**config.mk**
```make
export PLATFORM = sky130hd
export DESIGN_NAME = interfaz_tx
export DESIGN_NICKNAME = d
export VERILOG_FILES = /design/src/rtl/interfaz_tx.sv
export SDC_FILE = /design/constraint.sdc
export NUM_CORES = 1
export LEC_CHECK = 0
export CELL_PAD_IN_SITES_DETAIL_PLACEMENT = 1
export CELL_PAD_IN_SITES_GLOBAL_PLACEMENT = 1
export CORE_AREA = 2 2 69 71
export DETAILED_ROUTE_END_ITERATION = 8
export DIE_AREA = 0 0 71 73
export PLACE_DENSITY = 0.83
export SYNTH_ARGS = -nofsm -noshare
export SYNTH_HDL_FRONTEND = slang
export SYNTH_SLANG_ARGS = --single-unit
```
**constraint.sdc**
```tcl
create_clock -name i_clk -period 2.87 [get_ports i_clk]
set_input_delay 0.287 -clock i_clk [delete_from_list [all_inputs] [get_ports i_clk]]
set_output_delay 0.287 -clock i_clk [all_outputs]
set_load 0.02 [all_outputs]
```
**src/rtl/interfaz_tx.sv**
```systemverilog
//------------------------------------------------------------------------------
// Module      : interfaz_tx
// Description : Buffers ALU results in a small FIFO and feeds them one at a
//               time to the UART transmitter via a start/done handshake.
// Revision    : 1.0 - initial release
//------------------------------------------------------------------------------
`default_nettype none

module interfaz_tx #(
    parameter int NB_DATA = 8,
    parameter int NB_ADDR = 2
) (
    input  logic               i_clk,
    input  logic               i_reset,
    input  logic               i_data_ready,
    input  logic [NB_DATA-1:0] i_data,
    input  logic               i_tx_done,
    output logic               o_tx_start,
    output logic [NB_DATA-1:0] o_tx_data,
    output logic               o_full,
    output logic               o_empty,
    output logic               o_overflow
);

    localparam int               C_DEPTH    = 1 << NB_ADDR;
    localparam logic [NB_ADDR:0] C_FULL_CNT = (NB_ADDR + 1)'(C_DEPTH);
    localparam logic [NB_ADDR:0] C_CNT_ONE  = (NB_ADDR + 1)'(1);
    localparam logic [NB_ADDR-1:0] C_PTR_ONE = NB_ADDR'(1);

    typedef enum logic [1:0] {
        ST_IDLE  = 2'd0,
        ST_START = 2'd1,
        ST_WAIT  = 2'd2
    } state_t;

    state_t               state_q, state_d;
    logic [NB_ADDR-1:0]   rd_ptr_q, rd_ptr_d;
    logic [NB_ADDR-1:0]   wr_ptr_q, wr_ptr_d;
    logic [NB_ADDR:0]     count_q, count_d;
    logic                 tx_start_q, tx_start_d;
    logic [NB_DATA-1:0]   tx_data_q, tx_data_d;
    logic                 overflow_q, overflow_d;
    logic [NB_DATA-1:0]   mem_q [C_DEPTH];

    logic w_full;
    logic w_pop;
    logic w_push;

    assign w_full = (count_q == C_FULL_CNT);
    // A pop frees a slot on the same edge, so a push into a full FIFO is
    // still accepted when the machine is popping.
    assign w_pop  = (state_q == ST_IDLE) && (count_q != '0);
    assign w_push = i_data_ready && (!w_full || w_pop);

    always_comb begin
        state_d    = state_q;
        rd_ptr_d   = rd_ptr_q;
        wr_ptr_d   = wr_ptr_q;
        count_d    = count_q;
        tx_start_d = 1'b0;
        tx_data_d  = tx_data_q;
        overflow_d = overflow_q;

        if (i_data_ready && !w_push) begin
            overflow_d = 1'b1;
        end
        if (w_push) begin
            wr_ptr_d = wr_ptr_q + C_PTR_ONE;
        end
        if (w_pop) begin
            rd_ptr_d   = rd_ptr_q + C_PTR_ONE;
            tx_data_d  = mem_q[rd_ptr_q];
            tx_start_d = 1'b1;
        end

        case ({w_push, w_pop})
            2'b10:   count_d = count_q + C_CNT_ONE;
            2'b01:   count_d = count_q - C_CNT_ONE;
            default: count_d = count_q;
        endcase

        case (state_q)
            ST_IDLE:  state_d = w_pop ? ST_START : ST_IDLE;
            ST_START: state_d = ST_WAIT;
            ST_WAIT:  state_d = i_tx_done ? ST_IDLE : ST_WAIT;
            default:  state_d = ST_IDLE;
        endcase
    end

    always_ff @(posedge i_clk or posedge i_reset) begin
        if (i_reset) begin
            state_q    <= ST_IDLE;
            rd_ptr_q   <= '0;
            wr_ptr_q   <= '0;
            count_q    <= '0;
            tx_start_q <= 1'b0;
            tx_data_q  <= '0;
            overflow_q <= 1'b0;
        end else begin
            state_q    <= state_d;
            rd_ptr_q   <= rd_ptr_d;
            wr_ptr_q   <= wr_ptr_d;
            count_q    <= count_d;
            tx_start_q <= tx_start_d;
            tx_data_q  <= tx_data_d;
            overflow_q <= overflow_d;
        end
    end

    // Storage needs no reset: a slot is only read after it has been written.
    always_ff @(posedge i_clk) begin
        if (w_push) begin
            mem_q[wr_ptr_q] <= i_data;
        end
    end

    assign o_tx_start = tx_start_q;
    assign o_tx_data  = tx_data_q;
    assign o_full     = w_full;
    assign o_empty    = (count_q == '0);
    assign o_overflow = overflow_q;

endmodule

`default_nettype wire

```
==> summary.md <==
| Metric | Value |
|---|---|
| Status | `finished clean` |
| Share of total power consumed by net switching | `33.0%` |
| Post-synth net total | `around 130` |
| Sum of negative setup slack | `0 ns` |
| Total Power Consumption | `between 2 and 3 mW` |
| Clk network pwr share | `approximately 15%` |
| Via count of the routed design | `~1000` |
| CTS tree | `done` |
| Clk sink count | `50` |
| Critical path start-end classification | `flop to flop` |
| DRC violation count after routing | `0` |
| Length of routed met3 wiring | `93 µm` |
| HPWL after detailed placement | `between 2 and 2.5 mm` |
| CP startpoint | `count_q[0]$_DFFE_PP0P_` |
| Standard cell with the maximum stage delay on the critical path | `sky130_fd_sc_hd__dfrtp_1` |
| RSZ-0062 raised after global routing | `no` |
| Post-Route Utilization | `52.1%` |
| Synth warn | `0` |
| Worst r2r dst | `count_q[2]$_DFFE_PP0P_` |
| Area Growth Syn to Fin | `18.5%` |
| Number of nets at the end of the flow | `153` |
| Reg area | `1410 µm²` |
| Via/cell ratio | `5.25` |
| Multi-input gate area | `approximately 530 µm²` |
| CTS Buf Count | `5` |
| Number of standard-cell rows in the floorplan | `25` |
| Required time worst endpoint | `3.09 ns` |
| Max capacitance violation total | `0` |
| First-pass GRT wire length | `5.51 mm` |
| Initial core utilization | `43.9%` |
| Crit-path max cell delay | `0.43 ns` |
| Clock buffer depth | `2` |
| Setup slack of the worst register-to-register path | `0.57 ns` |
| CP Capture Type | `flop` |
| Max-slew violation total from the final report | `0` |
| Post-synth top area cell | `sky130_fd_sc_hd__edfxtp_1` |
| DIE HEIGHT | `73 µm` |
| Maximum number of pins on one net before global-route repair | `19` |
| Period utilization | `80.3%` |
| Switching power | `0.839 mW` |
| Quantity of hold-fixing buffers added after cts | `0` |
| Clock period minus worst slack | `~2.3 ns` |
| Iteration-0 DRC Markers | `43` |
| Die Area | `just over 5000 µm²` |
| Type of origin of the critical path | `flop` |
| Grt ovf | `0` |
| Share of final-layout standard cells stronger than drive strength 1 | `19.9%` |
| Critical register-to-register path startpoint | `count_q[0]$_DFFE_PP0P_` |
| Flops & latches, synth | `50` |
| Port Buffer Count | `23` |
| Portion of the post-synthesis area used by sequential elements | `70.8%` |
| Share of the synthesized area in the top cell type | `48.2%` |
| Worst-margin pin slew | `0.721 ns` |
| Total standard cell area after synthesis | `1990 µm²` |
| Arrival time at the worst endpoint | `approximately 2.5 ns` |
| Worst hold slack | `0.402 ns` |
| Root buffer cell | `sky130_fd_sc_hd__clkbuf_8` |
| Cell types with the largest area share after synthesis | `sky130_fd_sc_hd__edfxtp_1 (48%), sky130_fd_sc_hd__dfrtp_1 (23%), sky130_fd_sc_hd__mux4_2 (9.0%), sky130_fd_sc_hd__mux2_2 (5.1%), sky130_fd_sc_hd__ha_1 (3.1%)` |
| Maximum fanout along the worst path | `7` |
| Commonest cells after routing, fill and taps aside | `sky130_fd_sc_hd__edfxtp_1 (32), sky130_fd_sc_hd__clkdlybuf4s50_1 (23), sky130_fd_sc_hd__dfrtp_1 (18)` |
| Overall track demand over capacity in global routing | `between 10 and 15%` |
| Number of antenna-violating nets in the routed design | `0` |
| Cell count after synthesis | `107` |
| Achievable frequency | `434 MHz` |
| Cell variety after synth | `21` |
| Sequential share of power | `46.5%` |
| Inserted Diodes | `0` |
| Buffers inserted during post-CTS setup optimization | `0` |
| Worst path cell trace | `or3b_4 -> o21a_4 -> inv_1 -> ha_1 -> inv_1 -> fa_1 -> xor2_1 -> nor2_1 -> xor2_1` |
| Number of global-route vias before repair | `1061` |
| H-Tree Level Count | `2` |
| Number of antenna violations at the first check in global routing | `0` |
| Die width | `around 71 µm` |
| Core region area | `4540 µm²` |
| Pint | `1.70 mW` |
| Wire per inst | `18.2 µm` |
| Filler Cell Count | `422` |
| Total Wirelength | `3.46 mm` |
| Total iterations of the first detailed-routing run | `2` |
| Max Clock Skew | `0.00822 ns` |
| Highest metal layer used by the detailed router | `met4` |
| Most common cell after layout, fill and taps aside | `sky130_fd_sc_hd__edfxtp_1` |
| M1 wire length | `1.51 mm` |
| Path depth of the worst reg2reg path | `9` |
| Mean instance size in the synthesized netlist | `18.6 µm²` |
| Max-slew headroom | `51.9%` |
| Power density over the cells | `1080 nW/µm²` |
| Final hold violation count | `0` |
| Placer Congestion | `between 0.7 and 0.8` |
| Worst voltage drop across the vdd grid | `~0.00035 V` |
| Worst-Skew Late Latency | `0.30 ns` |
| Leakage power | `0.898 nW` |
| CTS-repair resized insts | `0` |
| Classification of the worst-slack hold path | `input pin to async pin` |
| Final setup violation count | `0` |
| Clk slew on worst S/H paths | `0.09 ns` |
| Top-level I/O count | `24` |
| Fraction of power consumed by combinational cells | `38.4%` |
| Detail Route met2 WL | `1.81 mm` |
## synth_stat cells (all sizes together)
cell	n
or3	1
nand2	1
buf	2
xnor2	4
mux2	10
or3b	1
mux2i	1
and2	4
nor2	4
a21o	1
mux4	8
inv	10
edfxtp	32
ha	5
fa	1
o21a	1
xor2	2
nand3	1
dfrtp	18
## flip-flops by register name, summed over array words and instances (netlist names)
register / flops
rd_ptr_q: 2
wr_ptr_q: 2
mem_q: 32
state_q: 2
count_q: 3
o_tx_data: 8
o_overflow: 1
## critical path: cells and delay by family, from the launching register on
kind,cells,cell delay (ns)
xor gates and xnor gates,2,0.32
adders and majority gates,2,0.56
DFF,1,0.43
buffers and inverters,2,0.13
and+or+nand+nor,2,0.54
AOI/OAI and AO/OA,1,0.24
## cells by family after synthesis
kind of cell    share of synthesized area [%]
compound gates                           1.13
xor+xnor                                 2.64
fa+ha+maj                                4.14
buf+inv                                  2.45
flops                                    70.8
mux                                      15.4
simple gates                             3.45
## per-stage QoR
stage	instances	cell area [µm²]	setup WS (ns)
2_1_floorplan	107	1990	0.771
3_3_place_gp	182	2280	0.707
3_5_place_dp	182	2280	0.568
4_1_cts	190	2360	0.543
5_1_grt	190	2360	0.438
6_report	190	2360	0.567
## worst max path at each step
| stage | endpoint | slack (ns) |
|---|---|---|
| after detailed placement | count_q[2]$_DFFE_PP0P_ | 0.57 |
| after CTS | count_q[2]$_DFFE_PP0P_ | 0.54 |
| after floorplan | count_q[2]$_DFFE_PP0P_ | 0.77 |
| after global routing | count_q[2]$_DFFE_PP0P_ | 0.44 |
| final | count_q[2]$_DFFE_PP0P_ | 0.57 |
| after global placement | count_q[2]$_DFFE_PP0P_ | 0.71 |
## power groups by stage
stage	clock, mW	combinational, mW	sequential [mW]
floorplan	0	0.646	1.19
CTS	0.389	0.992	1.19
finish	0.385	0.977	1.18
detailed placement	0	0.991	1.21
global route	0.417	1.06	1.22
global placement	0	0.939	1.18
## final cells by class
cell class,count,share of cell area (%)
timing repair buffer,23,9.75
tap,54,2.86
clock buffer,6,3.07
clock inverter,2,0.371
sequential,50,59.8
inverter,10,1.59
multi-input combinational,45,22.6
## per-layer routing
metal	vias to the layer above	GRT usage [%]
li1	445	-
met1	533	18.5
met2	14	25.0
met3	6	4.28
met4	0	5.03
met5	-	0
(Power assumes the default switching activity.)
